`src/rtl/xor_stream_unit.sv`:
```
// xor_stream_unit
//   Pipelined bitwise-logic stream stage. Each accepted beat is combined as
//   op(a,b) (XOR/XNOR/AND/OR, selectable per beat), registered once and
//   presented downstream under valid/ready. Per packet (closed by in_last) a
//   running XOR checksum and a saturating beat count are kept. A one-cycle
//   sum pulse reports them when the packet ends.
//
// Ports
//   i_clk, i_reset            clock, synchronous active-high reset
//   i_in_valid / o_in_ready   input handshake
//   i_in_a, i_in_b [WIDTH]    operands
//   i_in_op [2]               00 XOR, 01 XNOR, 10 AND, 11 OR
//   i_in_last                 final beat of packet
//   o_out_valid / i_out_ready output handshake
//   o_out_data [WIDTH]        registered result
//   o_out_last                registered copy of in_last
//   o_sum_valid               one-cycle checksum pulse
//   o_sum_data [WIDTH]        XOR of all results of the packet
//   o_sum_count [CNT_W]       beats in the packet, saturating

// One bit-slice of the logic unit; replicated across the operand width.
module xsu_lane (
  input  logic [1:0] i_op,
  input  logic       i_a,
  input  logic       i_b,
  output logic       o_r
);
  always_comb begin
    o_r = 1'b0;
    case (i_op)
      2'b00:   o_r = i_a ^ i_b;
      2'b01:   o_r = ~(i_a ^ i_b);
      2'b10:   o_r = i_a & i_b;
      default: o_r = i_a | i_b;
    endcase
  end
endmodule

module xor_stream_unit #(
  parameter int WIDTH = 8,
  parameter int CNT_W = 8
) (
  input  logic             i_clk,
  input  logic             i_reset,
  input  logic             i_in_valid,
  output logic             o_in_ready,
  input  logic [WIDTH-1:0] i_in_a,
  input  logic [WIDTH-1:0] i_in_b,
  input  logic [1:0]       i_in_op,
  input  logic             i_in_last,
  output logic             o_out_valid,
  input  logic             i_out_ready,
  output logic [WIDTH-1:0] o_out_data,
  output logic             o_out_last,
  output logic             o_sum_valid,
  output logic [WIDTH-1:0] o_sum_data,
  output logic [CNT_W-1:0] o_sum_count
);

  typedef struct packed {
    logic [WIDTH-1:0] data;
    logic             last;
  } beat_t;

  typedef struct packed {
    logic [WIDTH-1:0] data;
    logic [CNT_W-1:0] count;
  } sum_t;

  typedef enum logic {S_IDLE = 1'b0, S_ACTIVE = 1'b1} state_t;

  logic [WIDTH-1:0] w_res;
  logic             w_accept;
  logic             w_xfer;

  beat_t            r_out;
  logic             r_out_valid;

  state_t           r_state, w_state_nxt;
  logic [WIDTH-1:0] r_acc, w_acc_nxt;
  logic [CNT_W-1:0] r_cnt, w_cnt_nxt, w_cnt_sat;
  sum_t             r_sum, w_sum_nxt;
  logic             r_sum_valid, w_sum_valid_nxt;

  // Per-bit logic lanes
  for (genvar g = 0; g < WIDTH; g++) begin : g_lane
    xsu_lane u_lane (
      .i_op (i_in_op),
      .i_a  (i_in_a[g]),
      .i_b  (i_in_b[g]),
      .o_r  (w_res[g])
    );
  end

  // Single register stage, no skid: accept only when the slot is free or
  // being drained this same edge.
  assign o_in_ready = !i_reset && (!r_out_valid || i_out_ready);
  assign w_accept   = i_in_valid && o_in_ready;
  assign w_xfer     = r_out_valid && i_out_ready;

  always_ff @(posedge i_clk) begin
    if (i_reset) begin
      r_out_valid <= 1'b0;
      r_out       <= '0;
    end else if (w_accept) begin
      r_out_valid <= 1'b1;
      r_out.data  <= w_res;
      r_out.last  <= i_in_last;
    end else if (w_xfer) begin
      r_out_valid <= 1'b0;
    end
  end

  assign o_out_valid = r_out_valid;
  assign o_out_data  = r_out.data;
  assign o_out_last  = r_out.last;

  // Count sticks at all-ones instead of wrapping.
  assign w_cnt_sat = (r_cnt == {CNT_W{1'b1}}) ? r_cnt : r_cnt + CNT_W'(1);

  always_ff @(posedge i_clk) begin
    if (i_reset) begin
      r_state     <= S_IDLE;
      r_acc       <= '0;
      r_cnt       <= '0;
      r_sum       <= '0;
      r_sum_valid <= 1'b0;
    end else begin
      r_state     <= w_state_nxt;
      r_acc       <= w_acc_nxt;
      r_cnt       <= w_cnt_nxt;
      r_sum       <= w_sum_nxt;
      r_sum_valid <= w_sum_valid_nxt;
    end
  end

  always_comb begin
    w_state_nxt     = r_state;
    w_acc_nxt       = r_acc;
    w_cnt_nxt       = r_cnt;
    w_sum_nxt       = r_sum;
    w_sum_valid_nxt = 1'b0;
    if (w_accept) begin
      case (r_state)
        S_IDLE: begin
          if (i_in_last) begin
            // Single-beat packet: report directly, accumulator stays clear.
            w_sum_nxt.data  = w_res;
            w_sum_nxt.count = CNT_W'(1);
            w_sum_valid_nxt = 1'b1;
          end else begin
            w_state_nxt = S_ACTIVE;
            w_acc_nxt   = w_res;
            w_cnt_nxt   = CNT_W'(1);
          end
        end
        default: begin
          if (i_in_last) begin
            w_state_nxt     = S_IDLE;
            w_sum_nxt.data  = r_acc ^ w_res;
            w_sum_nxt.count = w_cnt_sat;
            w_sum_valid_nxt = 1'b1;
            w_acc_nxt       = '0;
            w_cnt_nxt       = '0;
          end else begin
            w_acc_nxt = r_acc ^ w_res;
            w_cnt_nxt = w_cnt_sat;
          end
        end
      endcase
    end
  end

  assign o_sum_valid = r_sum_valid;
  assign o_sum_data  = r_sum.data;
  assign o_sum_count = r_sum.count;

endmodule

```
`config.mk`:
```
export PLATFORM = sky130hd
export DESIGN_NAME = xor_stream_unit
export DESIGN_NICKNAME = d
export VERILOG_FILES = /design/src/rtl/xor_stream_unit.sv
export SDC_FILE = /design/constraint.sdc
export NUM_CORES = 1
export LEC_CHECK = 0
export CAP_MARGIN = 10
export CORE_UTILIZATION = 51
export CTS_CLUSTER_DIAMETER = 40
export DETAILED_ROUTE_END_ITERATION = 8
export GPL_TIMING_DRIVEN = 0
export HOLD_SLACK_MARGIN = 0.12
export PLACE_DENSITY = 0.79
export SLEW_MARGIN = 20
export SYNTH_ARGS = -nofsm -noshare
export SYNTH_HDL_FRONTEND = slang
export SYNTH_SLANG_ARGS = --single-unit
```
`constraint.sdc`:
```
create_clock -name i_clk -period 2 [get_ports i_clk]
set_input_delay 0.2 -clock i_clk [delete_from_list [all_inputs] [get_ports i_clk]]
set_output_delay 0.2 -clock i_clk [all_outputs]
set_load 0.02 [all_outputs]
```
# Word level (Yosys, flattened, before mapping)
# Cells that the tools add are included.
# Widths: inputs -> output; s select.
# op_classes
addsub	1
n_eq_ne	4
n_mux	22
bitwise_logic	34
n_reduce_logical	11
# op_table
op	n
$mux 8	7
$mux 16	3
$pmux 1 s3	8
$not 1->1	9
$add 8x1->8 const B	1
$and 1x1->1	8
$eq 8x8->1 const B	1
$or 1x1->1	8
$xor 1x1->1	8
$xor 8x8->8	1
$mux 1	4
$reduce_and 2->1	2
$logic_and 1x1->1	3
$eq 2x1->1 const B	1
$eq 2x2->1 const B	1
$logic_not 1->1	2
$logic_not 2->1	1
$ne 2x1->1 const B	1
$reduce_bool 2->1	1
$reduce_or 2->1	1
$logic_or 1x1->1	1
# totals
reg_bits	44
inputBits	23
output_inout_bits	28
elab_cells	81

# Longest topological paths before layout
# Gate-level depths: netlist of the first run.
# logic_depth
ltp_word	6
ltp_mapped	7
depth_no_buf	7

# Hierarchy
# A second synthesis of the first run with hierarchy kept.
# unflattened
hier_cells	283
area_unflattened_um2	2452.4
# by_module_without_submodules
module	instances	cells_per_inst	area_each_um2
xor_stream_unit	1	219	1961.9
xsu_lane	8	8	61.3

# Worst setup path before layout of the first run
# Ideal clock, no wire load.
# synth_path
path_type	register -> register
start	register r_cnt[0]
end	register r_cnt[3]
setup_time_ns	0.074
arrival_time_ns	1.693
slack_ns	0.233
stages_incl_launch_ff	7
n_path_buf	0
synth_period_minus_slack_ns	1.767
path_cell_list	dfxtp_1 > ha_1 > and3_4 > nand3_4 > nand4_4 > or4b_1 > a31oi_1
# synth_between
elab_chain_len	4
elab_cells_between_ends	5
classes_between	1 x add/sub; 1 x eq/ne; 3 x mux
# synth_lines
item	line	text
from (decl)	81	logic [CNT_W-1:0] r_cnt, w_cnt_nxt, w_cnt_sat;
from (signal assigned)	131	r_cnt <= w_cnt_nxt;
$add 8x1->8 or $eq 8x8->1 (tied branches)	119	assign w_cnt_sat = (r_cnt == {CNT_W{1'b1}}) ? r_cnt : r_cnt + CNT_W'(1);
$mux 8 *	119	
$mux 8 *	158	if (i_in_last) begin
$mux 8 *	144	case (r_state)
# Mark *: on every way between the ends. The rest lies on a longest branch, timed or not.
# A chain may end at the register's enable or synchronous reset.

# Final worst setup path of the first run
# Ends and elaborated chain as after synthesis.

==> qor.csv, run 1 <==
stage,metric,value,unit
sta,Period minus WS final,1.875,ns
sta,Fmax achieved,533.4,MHz
power,design internal power,1608,uW
place,worst setup slack after placement,-0.1591,ns
global_route,largest net degree at the start of global routing,14,
yosys,"Primary FF master, synth",sky130_fd_sc_hd__dfxtp_1,
sta,final number of setup-violating endpoints,0,
worst_hold_path,hold path startpoint,i_reset,
floorplan,Top-Level Pins,51,
worst_setup_path,crit path kind,flip-flop to flip-flop,
worst_setup_path,startpoint of the most critical register-to-register path,r_cnt[0],
clock_network,root buffer cell,sky130_fd_sc_hd__clkbuf_8,
detailed_routing,via density per instance,5.296,
worst_setup_path,Worst Path Required,2.22,ns
global_route,number of antenna violations at the first check in global routing,0,
sta,RSZ-0062 raised after global routing,false,
floorplan,Die W,72.15,um
floorplan,floorplan die area,5206,um^2
global_route,combined global-route utilization of all metal layers,22.06,%
sta,pin slew with the least headroom to its limit,0.6514,ns
power,leakage power,0.001203,uW
power,net load switching power,554.8,uW
power,largest voltage drop on the vdd net,0.3174,mV
floorplan,number of core rows,25,
clock_network,TritonCTS clock tree,built,
worst_setup_path,FF-to-FF setup slack,0.13,ns
clock_network,number of H-tree levels,2,
power,sequential cell fraction of total power,44.1,%
finish,share of post-route cells with drive strength above 1,6.407,%
clock_network,CTS Sinks,44,
finish,Antenna Diode Count,0,
sta,crit share post-route,93.73,%
place,HPWL Detailed,4049,um
worst_setup_path,startpoint class of the critical path,flip-flop,
global_route,remaining global-route overflow,0,
yosys,post-synthesis sequential area ratio,35.09,%
yosys,Seq cells post-synth,44,
yosys,leading area contributor after synthesis,sky130_fd_sc_hd__dfxtp_1,
place,Port Buffers,47,
clock_network,insertion delay of the later-clocked pin in the worst-skew pair,0.30,ns
yosys,Synth async-reset ratio,0,%
yosys,cell count after synthesis,305,
yosys,Yosys warnings,0,
yosys,most area-consuming cells after synthesis,"sky130_fd_sc_hd__dfxtp_1, sky130_fd_sc_hd__ha_1, sky130_fd_sc_hd__o21ai_0, sky130_fd_sc_hd__xnor2_1, sky130_fd_sc_hd__nand2_1",
yosys,Unique masters post-synth,40,
sta,final setup margin,0.1254,ns
worst_setup_path,kind of end point of the critical path,flip-flop,
worst_setup_path,data arrival at the endpoint of the critical path,2.10,ns
clock_network,hold-fix buffer count after cts,0,
power,Sw Share,25.65,%
detailed_routing,post-route ant nets,0,
yosys,synthesized netlist net count,345,
floorplan,Core Footprint,4723,um^2
run_status,status,finished clean,
yosys,leading cell type by number of instances after synthesis,sky130_fd_sc_hd__dfxtp_1,
clock_network,number of CTS-inserted buffers,5,
finish,synthesis-to-finish area growth,27.27,%
flow_run,total of max-cap violations,0,
clock_network,maximum buffer depth of the clock tree,2,
power,fraction of power consumed by combinational cells,19.3,%
finish,final design utilization,67.63,%
yosys,share of the synthesized area in the top cell type,35.09,%
detailed_routing,number of violations reported at the end of detailed-routing iteration 0,154,
detailed_routing,average routed wire per standard cell,12.78,um
worst_setup_path,sum of buffers and inverters on the critical path,0,
global_route,wire length of the first global-routing pass,8949,um
yosys,mean instance size in the synthesized netlist,8.229,um^2
worst_setup_path,cell-by-cell trace of the critical path,ha_1 -> and3_4 -> nand3_4 -> nand4_4 -> or4b_1 -> a31oi_1,
sta,setup clock skew after layout,0.006803,ns
yosys,cell types with the highest counts after synthesis,"sky130_fd_sc_hd__dfxtp_1, sky130_fd_sc_hd__o21ai_0, sky130_fd_sc_hd__nand2_1",
worst_hold_path,worst min-delay path category,input pin to flip-flop,
detailed_routing,via count,2256,
worst_setup_path,slowest cell on the critical path,sky130_fd_sc_hd__or4b_1,
sta,worst slew margin relative to its limit,56.37,%
power,clock power share,36.6,%
yosys,number of flops mapped to enable cells by yosys,0,
floorplan,starting utilization of the core area,53.14,%
floorplan,vertical die dimension,72.15,um
power,total power,2163,uW
worst_setup_path,highest fanout seen on the critical path,7,
worst_setup_path,Slowest Stage Delay on Critical Path,0.53,ns
power,Power Density,677.2,nW/um^2
detailed_routing,# DRC,0,
place,RePlAce Congestion,0.8514,
global_route,number of global-route vias before repair,1896,
clock_network,post-CTS setup buffers,0,
worst_setup_path,launch point of the worst path,r_cnt[0],
worst_setup_path,cell family with most CP delay,simple AND/OR/NAND/NOR gates,
detailed_routing,Routed WL,5446,um
sta,number of endpoints with negative hold slack in the final report,0,
finish,nets@finish,399,
yosys,cell area after technology mapping,2510,um^2
detailed_routing,detailed-router iteration count before antenna repair,4,
sta,"Slew Viols, Final",0,
clock_network,clock transition at the register clock pins on the worst setup and hold paths after CTS,0.08,ns
==> registers in the layout, summed over array words and instances (netlist names) <==
| register | cells |
|---|---|
| o_sum_count | 8 |
| o_sum_data | 8 |
| r_state | 1 |
| o_sum_valid | 1 |
| r_cnt | 8 |
| o_out_valid | 1 |
| o_out_last | 1 |
| o_out_data | 8 |
| r_acc | 8 |
==> path summary, 6_finish.rpt <==
check                                       to  cells after the start
worst max register to register        r_cnt[3]                      6
worst min register to register  o_sum_count[6]                      2
worst min-delay path             o_sum_data[1]                      3
worst max-delay path                  r_cnt[3]                      6
==> logic make-up after synthesis <==
logic type | share of synthesized area (%)
xor+xnor | 6.282
buf+inv | 5.882
mux | 1.645
compound gates | 20.04
simple gates | 22.58
fa+ha+maj | 8.474
flops | 35.09
==> routing by layer <==
metal	vias up	GRT usage [%]	part of all wire (%)
li1	1167	-	-
met1	1010	31.42	49
met2	75	33.75	44
met3	4	4.444	5.3
met4	0	6.536	0.97
met5	-	0	0
==> tightest hold or removal path, cell delays in order <==
cell and delay [ns]:
sky130_fd_sc_hd__buf_2 0.17, sky130_fd_sc_hd__nand3b_1 0.17, sky130_fd_sc_hd__o21ai_0 0.06
==> per-stage QoR <==
stage	TNS [ns]	hold slack (ns)	area, um^2	instances
after global routing	0	0.3502	3194	426
after floorplan	0	0.3207	2510	305
final	0	0.3271	3194	426
after CTS	0	0.3267	3193	426
after detailed placement	-0.4299	0.4409	3064	419
after global placement	-0.1628	0.4358	3064	419
==> final cells by class <==
type,count,area (um^2)
inverters,19,71.32
plain buffers,16,76.32
clock inverters,2,60.06
fillers,407,1529
multi-input cells,226,1481
clock buffers,5,68.82
flip-flops and latches,44,882.1
well taps,67,83.83
repair buffers,47,470.5
==> cell usage in the layout (no fill, tap or decap), types with 3 or more instances in the layout <==
master and count:
sky130_fd_sc_hd__a21oi_1 18, sky130_fd_sc_hd__a22o_1 3, sky130_fd_sc_hd__a31oi_1 11, sky130_fd_sc_hd__buf_2 4
sky130_fd_sc_hd__clkbuf_1 9, sky130_fd_sc_hd__clkbuf_8 5, sky130_fd_sc_hd__clkdlybuf4s50_1 47, sky130_fd_sc_hd__dfxtp_1 43
sky130_fd_sc_hd__ha_1 17, sky130_fd_sc_hd__inv_1 19, sky130_fd_sc_hd__mux2i_1 3, sky130_fd_sc_hd__nand2_1 30
sky130_fd_sc_hd__nand2b_1 6, sky130_fd_sc_hd__nand3_1 14, sky130_fd_sc_hd__nand3b_1 9, sky130_fd_sc_hd__nor2_1 27
sky130_fd_sc_hd__nor2b_1 3, sky130_fd_sc_hd__o21ai_0 32, sky130_fd_sc_hd__o31a_1 7, sky130_fd_sc_hd__or3b_1 6
sky130_fd_sc_hd__xnor2_1 15, sky130_fd_sc_hd__xor2_1 3
==> power by group through the flow <==
stage	clock [uW]	sequential, uW	combinational [uW]
2_1_floorplan	0	1000	223
3_3_place_gp	0	971	408
3_5_place_dp	0	973	417
4_1_cts	801	953	419
5_1_grt	837	959	461
6_report	792	954	418
==> what timing repair did <==
| action | 4_1_cts | 5_1_grt |
|---|---|---|
| endpoints found under the setup margin | 0 | 1 |
| resized for setup | 0 | 1 |
| endpoints found under the hold margin | 0 | 0 |
Power figures use the tool's default switching activity.
==> inputs of run 2 (changes only) <==
- SLEW_MARGIN: 20 -> 15
==> results of run 2 <==
Final layout, timing and power as in run 1 (identical DEF).
==> inputs of run 3 (changes only) <==
==> constraint.sdc (replaced) <==
create_clock -name i_clk -period 2 [get_ports i_clk]
set_input_delay 0.3 -clock i_clk [delete_from_list [all_inputs] [get_ports i_clk]]
set_output_delay 0.3 -clock i_clk [all_outputs]
set_load 0.02 [all_outputs]
==> qor.csv, run 3 (synthesis results as in run 1) <==
stage,metric,value,unit
worst_setup_path,highest fanout seen on the critical path,8,
global_route,combined global-route utilization of all metal layers,22.06,%
floorplan,Top-Level Pins,51,
clock_network,hold-fix buffer count after cts,0,
finish,final design utilization,67.71,%
worst_setup_path,kind of end point of the critical path,flip-flop,
finish,share of post-route cells with drive strength above 1,6.685,%
clock_network,number of H-tree levels,2,
power,design internal power,1609,uW
global_route,number of global-route vias before repair,1896,
power,largest voltage drop on the vdd net,0.3175,mV
flow_run,total of max-cap violations,0,
sta,worst slew margin relative to its limit,55.61,%
power,total power,2166,uW
finish,"commonest non-fill, non-tap cell in the layout",sky130_fd_sc_hd__clkdlybuf4s50_1,
clock_network,insertion delay of the later-clocked pin in the worst-skew pair,0.30,ns
detailed_routing,# DRC,0,
worst_setup_path,slowest cell on the critical path,sky130_fd_sc_hd__clkdlybuf4s50_1,
clock_network,CTS Sinks,44,
power,clock power share,36.6,%
global_route,remaining global-route overflow,0,
sta,RSZ-0062 raised after global routing,false,
detailed_routing,post-route ant nets,0,
place,RePlAce Congestion,0.8514,
clock_network,root buffer cell,sky130_fd_sc_hd__clkbuf_8,
clock_network,clock transition at the register clock pins on the worst setup and hold paths after CTS,0.08,ns
worst_setup_path,Slowest Stage Delay on Critical Path,0.54,ns
finish,highest-count cells in the layout ignoring fill and taps,"sky130_fd_sc_hd__clkdlybuf4s50_1, sky130_fd_sc_hd__dfxtp_1, sky130_fd_sc_hd__o21ai_0, sky130_fd_sc_hd__nand2_1, sky130_fd_sc_hd__nor2_1",
power,sequential cell fraction of total power,44.0,%
detailed_routing,detailed-router iteration count before antenna repair,4,
global_route,largest net degree at the start of global routing,14,
floorplan,Die W,72.15,um
worst_setup_path,startpoint class of the critical path,input pin,
detailed_routing,via density per instance,5.390,
sta,Period minus WS final,1.901,ns
floorplan,Core Footprint,4723,um^2
clock_network,TritonCTS clock tree,built,
global_route,number of antenna violations at the first check in global routing,0,
detailed_routing,number of violations reported at the end of detailed-routing iteration 0,154,
worst_setup_path,Worst R2R Path Depth,6,
worst_setup_path,Worst Path Required,2.22,ns
place,HPWL Detailed,4049,um
finish,design area,3198,um^2
detailed_routing,average routed wire per standard cell,12.88,um
sta,"Slew Viols, Final",0,
power,Sw Share,25.69,%
power,Power Density,677.1,nW/um^2
global_route,wire length of the first global-routing pass,8949,um
floorplan,vertical die dimension,72.15,um
finish,nets@finish,399,
finish,Final Instance Count excl. Fillers,426,
sta,Fmax achieved,526.0,MHz
clock_network,maximum buffer depth of the clock tree,2,
power,leakage power,0.001204,uW
place,placed standard-cell area,3064,um^2
worst_setup_path,cell-by-cell trace of the critical path,clkdlybuf4s50_1 -> nor2b_2 -> and2_1 -> buf_2 -> nand2b_1 -> o31a_1 -> a31oi_1,
detailed_routing,Routed WL,5489,um
floorplan,starting utilization of the core area,53.14,%
run_status,status,finished clean,
clock_network,number of CTS-inserted buffers,5,
sta,setup clock skew after layout,0.008267,ns
detailed_routing,via count,2296,
sta,final number of setup-violating endpoints,0,
place,dpl cells,419,
worst_hold_path,Worst Hold Path Cells,3,
worst_setup_path,data arrival at the endpoint of the critical path,2.12,ns
worst_hold_path,worst min-delay path category,input pin to flip-flop,
floorplan,number of core rows,25,
floorplan,floorplan die area,5206,um^2
sta,pin slew with the least headroom to its limit,0.6628,ns
sta,crit share post-route,95.06,%
place,Port Buffers,47,
power,fraction of power consumed by combinational cells,19.4,%
worst_setup_path,crit path kind,input pin to flip-flop,
power,net load switching power,556.3,uW
finish,Antenna Diode Count,0,
sta,number of endpoints with negative hold slack in the final report,0,
finish,synthesis-to-finish area growth,27.42,%
-- run 3: through the flow --
stage,setup WS (ns),setup TNS (ns),hold slack (ns)
detailed placement,-0.2591,-2.074,0.4409
finish,0.09881,0,0.4279
CTS,0.05492,0,0.4267
global route,0.01817,0,0.4502
global placement,-0.2412,-1.378,0.4358
floorplan,0.2325,0,0.4207
-- run 3: what timing repair did --
item,in CTS,in global routing
gates resized for setup,0,2
setup buffers,0,0
endpoints found under the setup margin,0,2
-- run 3: worst paths after layout --
kind	end	from	slack, ns
max	r_acc[7]	i_in_valid	0.1
min reg2reg	o_sum_count[6]	o_sum_count[6]	0.46
max reg2reg	r_cnt[3]	r_cnt[0]	0.13
min	o_sum_data[2]	i_reset	0.43
-- run 3: layer usage --
metal	up-vias	global-route usage (%)	share of wire, %
met5	-	0	0
met4	0	6.536	0.33
met3	2	4.444	5.6
met2	80	33.75	45
met1	1047	31.42	49
li1	1167	-	-
-- run 3: power groups by stage --
stage	logic (uW)	registers (uW)	clock network (uW)
2_1_floorplan	223	1000	0
3_3_place_gp	408	971	0
3_5_place_dp	417	973	0
4_1_cts	419	953	801
5_1_grt	463	959	837
6_report	419	954	792
-- run 3: final cells by class --
cell class	instances	area [um^2]
clock inverters	2	60.06
fillers	407	1525
inverters	19	71.32
clock buffers	5	68.82
well taps	67	83.83
plain buffers	16	76.32
repair buffers	47	470.5
flip-flops and latches	44	882.1
multi-input cells	226	1485
-- run 3: worst max-delay path: cells and delay by family --
kind | cells | cell delay, ns
buf+inv | 2 | 0.73
simple gates | 3 | 0.56
compound gates | 2 | 0.53
